==> src/rtl/kamus_pkg.sv <==
// rtl/kamus_pkg.sv - shared types and constants for the kamus fetch/decode pipeline
package kamus_pkg;

    localparam logic [31:0] NOP = 32'h0000_0013;

    typedef struct packed {
        logic [31:0] pc;
        logic [31:0] instr;
    } fetch_entry_t;

    // Entry handed to decode when nothing is valid: address zero, canonical NOP.
    function automatic fetch_entry_t idle_entry();
        fetch_entry_t e;
        e.pc    = 32'h0;
        e.instr = NOP;
        return e;
    endfunction

endpackage

==> src/rtl/kamus_fetch_queue.sv <==
// rtl/kamus_fetch_queue.sv - fetch-to-decode entry queue with flush and no bypass path
module kamus_fetch_queue
    import kamus_pkg::*;
#(
    parameter int DEPTH = 2
) (
    input  logic                       clk_i,
    input  logic                       rst_ni,
    input  logic                       flush_i,
    input  logic                       if_valid_i,
    input  logic [31:0]                if_pc_i,
    input  logic [31:0]                if_instr_i,
    output logic                       if_ready_o,
    output logic                       id_valid_o,
    output logic [31:0]                id_pc_o,
    output logic [31:0]                id_instr_o,
    input  logic                       id_ready_i,
    output logic [$clog2(DEPTH+1)-1:0] count_o
);

    localparam int PTR_W = $clog2(DEPTH);
    localparam int CNT_W = $clog2(DEPTH + 1);
    localparam logic [CNT_W-1:0] FULL_CNT = CNT_W'(DEPTH);

    fetch_entry_t             mem [DEPTH];
    logic [PTR_W-1:0]         head;
    logic [PTR_W-1:0]         tail;
    logic [CNT_W-1:0]         count;
    logic                     push;
    logic                     pop;
    fetch_entry_t             head_entry;

    // Ready and valid depend only on occupancy so no combinational path crosses the queue.
    assign if_ready_o = (count != FULL_CNT);
    assign id_valid_o = (count != '0);

    assign push = if_valid_i && if_ready_o && !flush_i;
    assign pop  = id_valid_o && id_ready_i && !flush_i;

    always_comb begin
        head_entry = idle_entry();
        if (id_valid_o) begin
            head_entry = mem[head];
        end
    end

    assign id_pc_o    = head_entry.pc;
    assign id_instr_o = head_entry.instr;
    assign count_o    = count;

    always_ff @(posedge clk_i) begin
        if (!rst_ni) begin
            head  <= '0;
            tail  <= '0;
            count <= '0;
        end else if (flush_i) begin
            head  <= '0;
            tail  <= '0;
            count <= '0;
        end else begin
            if (push) begin
                tail <= tail + PTR_W'(1);
            end
            if (pop) begin
                head <= head + PTR_W'(1);
            end
            if (push && !pop) begin
                count <= count + CNT_W'(1);
            end else if (pop && !push) begin
                count <= count - CNT_W'(1);
            end
        end
    end

    // Storage is never reset; contents are masked by id_valid_o until written.
    always_ff @(posedge clk_i) begin
        if (rst_ni && push) begin
            mem[tail] <= '{pc: if_pc_i, instr: if_instr_i};
        end
    end

endmodule

==> config.mk <==
export PLATFORM = sky130hd
export DESIGN_NAME = kamus_fetch_queue
export DESIGN_NICKNAME = d
export VERILOG_FILES = /design/src/rtl/kamus_pkg.sv /design/src/rtl/kamus_fetch_queue.sv
export SDC_FILE = /design/constraint.sdc
export NUM_CORES = 1
export LEC_CHECK = 0
export ABC_AREA = 1
export BUFFER_PORTS_ARGS = -buffer_cell sky130_fd_sc_hd__buf_2
export CAP_MARGIN = 5
export CORE_ASPECT_RATIO = 0.6
export CORE_MARGIN = 1.5
export CORE_UTILIZATION = 50
export CTS_CLUSTER_SIZE = 12
export DETAILED_ROUTE_END_ITERATION = 8
export GPL_TIMING_DRIVEN = 0
export PLACE_DENSITY_LB_ADDON = 0.15
export SLEW_MARGIN = 10
export SYNTH_ARGS = -nofsm -noshare
export SYNTH_HDL_FRONTEND = slang
export SYNTH_SLANG_ARGS = --single-unit
==> constraint.sdc <==
create_clock -name clk_i -period 6.4 [get_ports clk_i]
set_input_delay 0 -clock clk_i [delete_from_list [all_inputs] [get_ports clk_i]]
set_output_delay 0 -clock clk_i [all_outputs]
set_load 0.005 [all_outputs]
; ---- Yosys cells after proc, flatten, opt, wreduce, memory -nomap -nowiden
; Memories as Yosys holds them, arrays and structs flattened. A register that Yosys moved wholly into a read port is not among the register bits.
; Cells that the tools add are included.
[totals]
ramBits = 128
word_cells = 30
ff_bits = 4
output_inout_bits = 68
inputBits = 69
n_memories = 1
[mem_list]
columns = name, words, width, read_ports, rd_ports_with_merged_regs, wr, line
row1 = mem, 2, 64, 1, 1, 1, kamus_fetch_queue.sv:25  ; fetch_entry_t mem [DEPTH];
[classes]
add_sub_neg = 4
bitwise = 1
n_eq_ne = 1
n_reduce_logical = 13
muxes = 7
[ops]
columns = operator, n
row1 = two-way mux 64 bit, 1
row2 = logical AND 1 bit, 7
row3 = two-way mux 1 bit, 4
row4 = two-way mux 2 bit, 2
row5 = nonzero test 2 bit, 2
row6 = zero test 1 bit, 3
row7 = adder 1 bit (second input constant), 2
row8 = adder 2 x 1 -> 2 bit (second input constant), 1
row9 = inequality test 2 bit (second input constant), 1
row10 = OR reduction 2 bit, 1
row11 = subtractor 2 x 1 -> 2 bit (second input constant), 1
row12 = NOT 1 bit, 1

; ---- Logic depth before layout (Yosys ltp)
; Gate-level depths: netlist of run 1.
[depth]
word_depth = 7
ltp_mapped = 11
depth_no_buf = 11

; ---- Worst setup path before layout of run 1
; Ideal clock, no wire load.
[synth_timing]
path_type = register -> register
from = register count[0], in the netlist count_o[0]
to = memory mem[0][0] (netlist name), enable pin
path_stages_with_launch = 5
arrival_time_ns = 5.035
setup_slack_ns = 0.800
period_less_slack_ns = 5.600
n_path_buf = 0
path_cell_list = dfxtp_1 > inv_1 > nand2_2 > nand2_1 > nor3_1
[synth_between]
elab_chain_len = 6
[synth_rtl]
columns = item, line
row1 = "start, declared", kamus_fetch_queue.sv:28  ; logic [CNT_W-1:0] count;
row2 = "start signal, assigned", kamus_fetch_queue.sv:68  ; count <= count + CNT_W'(1);
row3 = "start signal, assigned", kamus_fetch_queue.sv:70  ; count <= count - CNT_W'(1);
row4 = inequality test 2 bit, kamus_fetch_queue.sv:34  ; assign if_ready_o = (count != FULL_CNT);
row5 = named net if_ready_o, kamus_fetch_queue.sv:13  ; output logic if_ready_o,
row6 = logical AND 1 bit (2 in series), kamus_fetch_queue.sv:37  ; assign push = if_valid_i && if_ready_o && !flush_i;
row7 = logical AND 1 bit, kamus_fetch_queue.sv:77  ; if (rst_ni && push) begin
row8 = two-way mux 1 bit, kamus_fetch_queue.sv:77
row9 = two-way mux 1 bit (not written as such), kamus_fetch_queue.sv:78  ; mem[tail] <= '{pc: if_pc_i, instr: if_instr_i};
row10 = "end, declared", kamus_fetch_queue.sv:25
; The timed path passes the listed nets, and every way through them passes these cells.

; ---- Final worst setup path of run 1
[layout_timing]
from = register count[0], in the netlist count_o[0]
to = memory mem[1][22] (netlist name), enable pin
[layout_between]
elab_chain_len = 6
[layout_rtl]
columns = item, line
row1 = inequality test 2 bit, kamus_fetch_queue.sv:34
row2 = logical AND 1 bit (2 in series), kamus_fetch_queue.sv:37
row3 = logical AND 1 bit, kamus_fetch_queue.sv:77
row4 = two-way mux 1 bit, kamus_fetch_queue.sv:77
row5 = two-way mux 1 bit (not written as such), kamus_fetch_queue.sv:78
; No other way between the ends.

==> impl_metrics.yaml, run 1 <==
run_status:
  status: "finished, final reports clean"
setup_path:
  cp.required_ps: 6520
  max_stage_delay_ps: 540
  critPathMaxFanout: 11
  critPathLaunchType: "flip-flop"
  path_cells: "inv_1, nand2_2, nand2_1, nor3_2, buf_6, buf_4, buf_4, buf_6"
  rr_worst_depth: 8
  slowest_stage: "nor3_2"
  worst_setup_path_end_kind: "flip-flop"
  crit_type: "flip-flop to flip-flop"
  arrival_ps: 2590
  ff2ff_setup_slack_ps: 3930
power_and_ir_drop:
  swShare_pct: 20.9
  p_seq_share_pct: 48.0
  pwr-share-clk_pct: 44.8
  power.density_mw_per_mm2: 282
  intPower_mw: 1.61
  peakVddDrop_v: 0.000214
  p_leak_nw: 2.98
  combinationalPowerShare_pct: 7.2
  p_sw_uw: 426
floorplanning:
  die_w_um: 133
  io_pins: 137
  die_h_um: 80.9
  initial_core_util_pct: 51.4
  rows: 28
  coreArea_sq_mm: 0.00984
  dieArea_sq_mm: 0.0107
routing:
  drtAntennaViolNets: 0
  first_pass_iters: 5
  drc: 0
  routed_wl_um: 12000
  via_per_inst: 4.93
  routedWlPerCell_um: 15.8
  drt-initial-drc-count: 254
  num_vias: 3758
synth:
  synthArstFlopShare_pct: 0
  synthFlopType: "edfxtp_1"
  synth_area_leaders: "edfxtp_1 (76%), nand2_1 (10%), a21oi_1 (6.2%), dfxtp_1 (2.0%), buf_2 (1.2%)"
  syn_inst: 381
  synth_seq_area_share_pct: 78.0
  ys_ff_latch: 133
  ys_top_cells_by_count: "nand2_1 (137), edfxtp_1 (128), a21oi_1 (63)"
  avgSynthCellArea_sq_um: 13.3
  syn_area_sq_mm: 0.00506
  synth_top_area_cell: "edfxtp_1"
  synth_top_area_share_pct: 76.0
  synth_nets: 451
  synth_cell_type_count: 17
  yosysWarningCount: 0
  synth_edf_count: 128
  yosysMostFrequentCell: "nand2_1"
global_route:
  grt.total_usage_pct: 23.4
  grt_max_degree: 17
  grt_pass1_wl_um: 18500
  grt.overflow.total: 0
  grt_pass1_vias: 3702
  antenna_found_initial: 0
placed_design:
  routabilityCongestion: 0.756
  dpl.hpwl_um: 7400
  port_buffers: 136
  place_area_sq_mm: 0.00602
  pre_cts_ws_ps: 3930
timing:
  worstMarginPinSlew_ps: 756
  finClkSkew_ps: 7.26
  timing.hold.ws_ps: 46.2
  period_minus_slack_ps: 2470
  fmax_mhz: 405
  relSlewSlack_pct: 49.3
  finalHoldViolations: 0
  finalCritPeriodShare_pct: 38.5
  setup_viol_count_final: 0
  drv_slew: 0
  finalWorstSetupSlack_ps: 3930
  grt_setup_unrepaired: "false"
hold_path:
  hold_depth: 5
  hold_path_class: "primary input to flip-flop"
job:
  max_cap_viol_count: 0
clock_network:
  cts_tree: "built"
  insertion_delay_ps: 410
  htree_levels: 4
  postCtsHoldBufs: 66
  root_buffer: "clkbuf_16"
  post-cts-setup-buffers: 0
  clkTransAtPathRegs_ps: 50
  numCtsBuffers: 17
  cts.sinks: 133
  cts_resized: 0
  clockBufferDepth: 2
layout:
  final_nets: 684
  drive_gt1_share_pct: 31.7
  final_util_pct: 73.4
  antennaDiodeCount: 0
  syn_to_final_growth_pct: 43.0
  stdcell_area_sq_mm: 0.00723
[metal layers]
layer	vias to the layer above	track usage (%)	share of wire, %
met3	16	6.24	6.7
met5	-	0	0
met1	1793	30.5	44
li1	1808	-	-
met4	0	10.0	1.2
met2	141	38.1	48
[registers in the layout, indices dropped and copies added (netlist names), named ones only]
register  count
count_o       2
head          1
mem         128
tail          1
[final cells by class]
type,instances,area (sq um)
Timing Repair Buffer,214,1450
Inverter,10,37.5
Clock buffer,20,437
Multi-Input combinational cell,219,940
Tap cell,135,169
Sequential cell,133,3940
Clock inverter,12,113
Buffer,19,145
Fill cell,677,2610
[kinds of logic (layout without fill, tap and decap cells)]
logic type / Yosys count / in the layout / synth area share, %
flops: 133 / 133 / 78.0
fa+ha+maj: 1 / 1 / 0.247
simple gates: 153 / 153 / 11.7
compound gates: 65 / 65 / 6.43
buf+inv: 29 / 275 / 3.61
[metrics by stage]
stage                     total power [mW]  cells  setup TNS [ps]
after detailed placement              1.11    664               0
after CTS                             2.04    762               0
after global placement                1.10    652         -211910
final                                 2.04    762               0
after global routing                  2.09    762               0
after floorplan                       1.05    381               0
[critical path, delay by kind of cell (launching register included)]
kind	cells	cell delay [ps]
buffers and inverters	5	1010
and+or+nand+nor	3	750
DFF	1	410
[cell usage in the layout (no fill, tap or decap), types with 3 or more instances in the layout]
cell type and count:
dfxtp_1 5, nor2_1 8, clkbuf_8 4, clkbuf_16 17, buf_2 148, nand3_1 4, dlygate4sd3_1 66, clkinv_2 6
buf_4 9, a21oi_1 63, clkbuf_1 3, edfxtp_1 128, buf_6 6, inv_1 9, nand2_1 137
[power groups by stage]
stage,registers (mW),logic [mW],clock network (mW)
2_1_floorplan,0.999,0.0473,0
3_3_place_gp,1.00,0.105,0
3_5_place_dp,0.996,0.112,0
4_1_cts,0.979,0.144,0.919
5_1_grt,0.980,0.160,0.951
6_report,0.979,0.146,0.913
[final timing paths]
path                                              start                       to
worst min register to register        head$_SDFFE_PP0P_                flip-flop
worst max register to register  count_o[0]$_SDFFE_PP0P_     mem[1][22]$_DFFE_PP_
worst max-delay path            count_o[0]$_SDFFE_PP0P_     mem[1][22]$_DFFE_PP_
worst min-delay path                            flush_i  count_o[0]$_SDFFE_PP0P_
No activity file was read; power rests on OpenSTA's default activity.
==> run 2: changes to the inputs <==
Settings changed: CORE_UTILIZATION 50 to 47.
Clock period 6.4 ns to 2.2 ns, I/O delays scaled along.
==> run 2 against run 1 <==
  * Routed wire length shrank 6.0%
  * Sequential power increased to 2.9 times the previous value
  * Combinational power grew to 2.9 times the previous value
  * Global-route usage is 2.3 points lower
  * Cell area is 2.1% higher
  * Setup slack worse by 3600 ps
  * Hold slack gained 5.4 ps
  * Total power rose to 3.0 times the previous value
  * Sequential cell count unchanged
  * Final cell count unchanged
  * Die area is 6.2% higher
  * Sequential share of layout area is 1.1 points lower
  * Largest cell class unchanged
==> impl_metrics.yaml, run 2 (synthesis results as in run 1) <==
setup_path:
  critPathLaunchType: "flip-flop"
  cp.required_ps: 2310
  rr_worst_depth: 6
  worst_setup_path_end_kind: "flip-flop"
  ff2ff_setup_slack_ps: 290
  arrival_ps: 2020
  critPathMaxFanout: 18
  r2r_end: "mem[1][53]$_DFFE_PP_"
  r2r_start: "count_o[0]$_SDFFE_PP0P_"
  crit_type: "flip-flop to flip-flop"
layout:
  final_nets: 680
  syn_to_final_growth_pct: 46.1
  regMostFlops: "mem"
  antennaDiodeCount: 0
  largest_reg_flops: 128
  final_common_cell: "buf_2"
  stdcell_area_sq_mm: 0.00738
  drive_gt1_share_pct: 32.1
  final_cells: 762
  final_cell_mix: "buf_2 (148), nand2_1 (136), edfxtp_1 (128)"
routing:
  routed_wl_um: 11300
  drt-initial-drc-count: 167
  via_per_inst: 4.79
  drc: 0
  num_vias: 3649
  drtAntennaViolNets: 0
  routedWlPerCell_um: 14.8
  first_pass_iters: 5
floorplanning:
  io_pins: 137
  rows: 29
  die_w_um: 137
  initial_core_util_pct: 48.0
  coreArea_sq_mm: 0.0105
  die_h_um: 83.3
  dieArea_sq_mm: 0.0114
job:
  max_cap_viol_count: 0
timing:
  fmax_mhz: 522
  relSlewSlack_pct: 47.4
  grt_setup_unrepaired: "false"
  drv_slew: 0
  timing.hold.ws_ps: 51.6
  finalCritPeriodShare_pct: 87.0
  worstMarginPinSlew_ps: 787
  finClkSkew_ps: 6.81
  period_minus_slack_ps: 1910
  finalWorstSetupSlack_ps: 286
  setup_viol_count_final: 0
  finalHoldViolations: 0
  fin_tns_setup_ps: 0
power_and_ir_drop:
  p_leak_nw: 3.01
  power.density_mw_per_mm2: 835
  peakVddDrop_v: 0.000648
clock_network:
  insertion_delay_ps: 400
  clockBufferDepth: 2
  numCtsBuffers: 17
  htree_levels: 4
  post-cts-setup-buffers: 0
  cts.sinks: 133
  cts_tree: "built"
  clkTransAtPathRegs_ps: 50
  root_buffer: "clkbuf_16"
global_route:
  grt_pass1_vias: 3682
  antenna_found_initial: 0
  grt.overflow.total: 0
  grt.total_usage_pct: 21.2
  grt_pass1_wl_um: 17900
  grt_max_degree: 19
hold_path:
  hold_depth: 5
  holdPathEnd: "count_o[0]$_SDFFE_PP0P_"
  hold_path_class: "primary input to flip-flop"
  worstHoldStart: "flush_i"
placed_design:
  port_buffers: 136
  routabilityCongestion: 0.741
  placedCellCount: 664
  pre_cts_ws_ps: 262
  dpl.hpwl_um: 7280
  place_area_sq_mm: 0.00611
run_status:
  status: "finished, final reports clean"
## run 2: area by class of cell
class,instances,area (sq um)
buffer,19,145
clock buffer,18,429
clock inverter,14,185
fill,741,3140
inverter,10,40.0
multi-input combinational,219,965
sequential,133,3950
tap,139,174
timing repair buffer,210,1500
## run 2: what timing repair did
action / 4_1_cts / 5_1_grt
hold buffers: 66 / 0
gates resized for setup: 0 / 0
endpoints found under the hold margin: 130 / 0
## run 2: worst max-delay path by stage
stage | startpoint | endpoint | slack (ps) | cells after the start
2_1_floorplan | count_o[0]$_SDFFE_PP0P_ | mem[0][0]$_DFFE_PP_ | -370 | 4
3_3_place_gp | count_o[0]$_SDFFE_PP0P_ | mem[0][41]$_DFFE_PP_ | -1230 | 4
3_5_place_dp | count_o[0]$_SDFFE_PP0P_ | mem[1][41]$_DFFE_PP_ | 260 | 6
4_1_cts | count_o[0]$_SDFFE_PP0P_ | mem[1][43]$_DFFE_PP_ | 260 | 6
5_1_grt | count_o[0]$_SDFFE_PP0P_ | mem[1][53]$_DFFE_PP_ | 200 | 6
6_report | count_o[0]$_SDFFE_PP0P_ | mem[1][53]$_DFFE_PP_ | 290 | 6
## run 2: critical path: stages (launching register included)
cell and delay (ps):
dfxtp_4 380, inv_4 50, nand2_4 70, nand2_4 80, nor3_4 610, buf_16 230, buf_8 190
## run 2: report_power, final
| group | leakage (nW) | switching [mW] | internal [mW] | total, mW |
|---|---|---|---|---|
| combinational | 1.52 | 0.211 | 0.218 | 0.430 |
| clock | 0.287 | 1.00 | 1.88 | 2.89 |
| sequential | 1.20 | 0.0148 | 2.83 | 2.85 |
## run 2: per-stage QoR
stage / power (mW) / utilization (%)
6_report: 6.16 / 70.2
5_1_grt: 6.38 / 70.2
4_1_cts: 6.21 / 70.2
3_5_place_dp: 3.24 / 58.1
3_3_place_gp: 3.21 / 56.6
2_1_floorplan: 3.04 / -
## run 2: metal layers
metal / GRT usage (%) / wire, um / vias up
li1: - / - / 1799
met1: 26.7 / 4860 / 1695
met2: 34.9 / 5520 / 142
met3: 6.23 / 808 / 13
met4: 7.46 / 129 / 0
met5: 0 / 0 / -
==> run 3: changes to the inputs <==
Settings changed: CORE_MARGIN 1.5 to unset.
==> run 3 against run 2 <==
  * Combinational power hardly changed
  * Routed wire length is 1.8% higher
  * Total power is 1.6% lower
  * Count of clock-buffer cells in the layout is 1 higher
  * Critical path type unchanged
  * Critical endpoint is now mem[0][11]$_DFFE_PP_
==> impl_metrics.yaml, run 3 (synthesis results as in run 1) <==
layout:
  antennaDiodeCount: 0
  final_nets: 680
  final_common_cell: "buf_2"
  stdcell_area_sq_mm: 0.00734
  final_cell_mix: "buf_2 (148), nand2_1 (136), edfxtp_1 (128)"
  regMostFlops: "mem"
  syn_to_final_growth_pct: 45.1
  drive_gt1_share_pct: 32.1
  largest_reg_flops: 128
  final_cells: 758
  final_util_pct: 72.2
routing:
  routed_wl_um: 11500
  drt-initial-drc-count: 200
  num_vias: 3660
  via_per_inst: 4.83
  first_pass_iters: 4
  drc: 0
  routedWlPerCell_um: 15.2
  drtAntennaViolNets: 0
timing:
  period_minus_slack_ps: 2030
  worstMarginPinSlew_ps: 814
  finalCritPeriodShare_pct: 92.3
  relSlewSlack_pct: 45.5
  fmax_mhz: 492
  setup_viol_count_final: 0
  finClkSkew_ps: 12.8
  grt_setup_unrepaired: "false"
  drv_slew: 0
  fin_tns_setup_ps: 0
  timing.hold.ws_ps: 34.5
  finalWorstSetupSlack_ps: 169
  finalHoldViolations: 0
global_route:
  grt_pass1_vias: 3668
  grt_pass1_wl_um: 17900
  grt_max_degree: 17
  grt.total_usage_pct: 21.9
  antenna_found_initial: 0
  grt.overflow.total: 0
placed_design:
  dpl.hpwl_um: 7490
  routabilityCongestion: 0.737
  pre_cts_ws_ps: 130
  port_buffers: 136
  place_area_sq_mm: 0.00609
  placedCellCount: 661
floorplanning:
  die_h_um: 82.3
  coreArea_sq_mm: 0.0102
  dieArea_sq_mm: 0.0112
  initial_core_util_pct: 49.8
  rows: 28
  io_pins: 137
  die_w_um: 136
clock_network:
  htree_levels: 4
  clockBufferDepth: 2
  numCtsBuffers: 17
  clkTransAtPathRegs_ps: 60
  cts.sinks: 133
  insertion_delay_ps: 410
  root_buffer: "clkbuf_16"
  cts_resized: 0
  cts_tree: "built"
setup_path:
  ff2ff_setup_slack_ps: 170
  rr_worst_depth: 6
  critPathLaunchType: "flip-flop"
  worst_setup_path_end_kind: "flip-flop"
  critPathMaxFanout: 13
  cp.required_ps: 2310
  arrival_ps: 2140
  r2r_start: "count_o[1]$_SDFFE_PP0P_"
  r2r_end: "mem[0][11]$_DFFE_PP_"
  crit_type: "flip-flop to flip-flop"
power_and_ir_drop:
  intPower_mw: 4.82
  pwr-share-clk_pct: 45.9
  combinationalPowerShare_pct: 7.1
  p_sw_mw: 1.24
  power.density_mw_per_mm2: 826
  peakVddDrop_v: 0.000557
  p_leak_nw: 2.99
  total_power_mw: 6.06
  swShare_pct: 20.5
  p_seq_share_pct: 47.0
job:
  max_cap_viol_count: 0
run_status:
  status: "finished, final reports clean"
hold_path:
  hold_depth: 6
  hold_path_class: "primary input to flip-flop"
  worstHoldStart: "id_ready_i"
-- run 3: per-layer routing --
layer | GRT usage (%) | vias to the layer above | share of wire [%]
li1 | - | 1797 | -
met1 | 26.6 | 1710 | 44
met2 | 37.4 | 143 | 48
met3 | 6.65 | 10 | 7.3
met4 | 8.44 | 0 | 0.78
met5 | 0 | - | 0
-- run 3: worst max-delay path, cell delays in order, from the launching register on --
cell	delay (ps)
dfxtp_1	380
nand2_4	120
nand2_4	80
nor3_4	570
buf_8	240
buf_8	170
buf_8	170
-- run 3: worst max-delay path by stage --
stage / from / to / slack (ps) / cells past startpoint
after floorplan: count_o[0]$_SDFFE_PP0P_ / mem[0][0]$_DFFE_PP_ / -370 / 4
after global placement: count_o[0]$_SDFFE_PP0P_ / mem[0][29]$_DFFE_PP_ / -1230 / 4
final: count_o[1]$_SDFFE_PP0P_ / mem[0][11]$_DFFE_PP_ / 170 / 6
after global routing: count_o[1]$_SDFFE_PP0P_ / mem[0][25]$_DFFE_PP_ / 80 / 6
after detailed placement: count_o[0]$_SDFFE_PP0P_ / mem[0][28]$_DFFE_PP_ / 130 / 7
after CTS: count_o[0]$_SDFFE_PP0P_ / mem[0][11]$_DFFE_PP_ / 120 / 7
-- run 3: final cells by class --
class,count,area (sq um)
Tap cell,135,169
Clock buffer,19,433
Buffer,19,145
Multi-Input combinational cell,219,965
Clock inverter,13,159
Timing Repair Buffer,210,1480
Fill cell,689,2820
Sequential cell,133,3950
Inverter,10,40.0
-- run 3: power groups by stage --
stage          logic [mW]  registers, mW  clock network (mW)
6_report            0.431           2.85                2.79
5_1_grt             0.475           2.85                2.93
4_1_cts             0.431           2.85                2.82
3_5_place_dp        0.338           2.90                   0
3_3_place_gp        0.309           2.90                   0
2_1_floorplan       0.143           2.90                   0
-- run 3: repair_timing --
action                    4_1_cts  5_1_grt
buffers inserted                0        0
hold buffers                   65        0
hold endpoints to repair      129        0
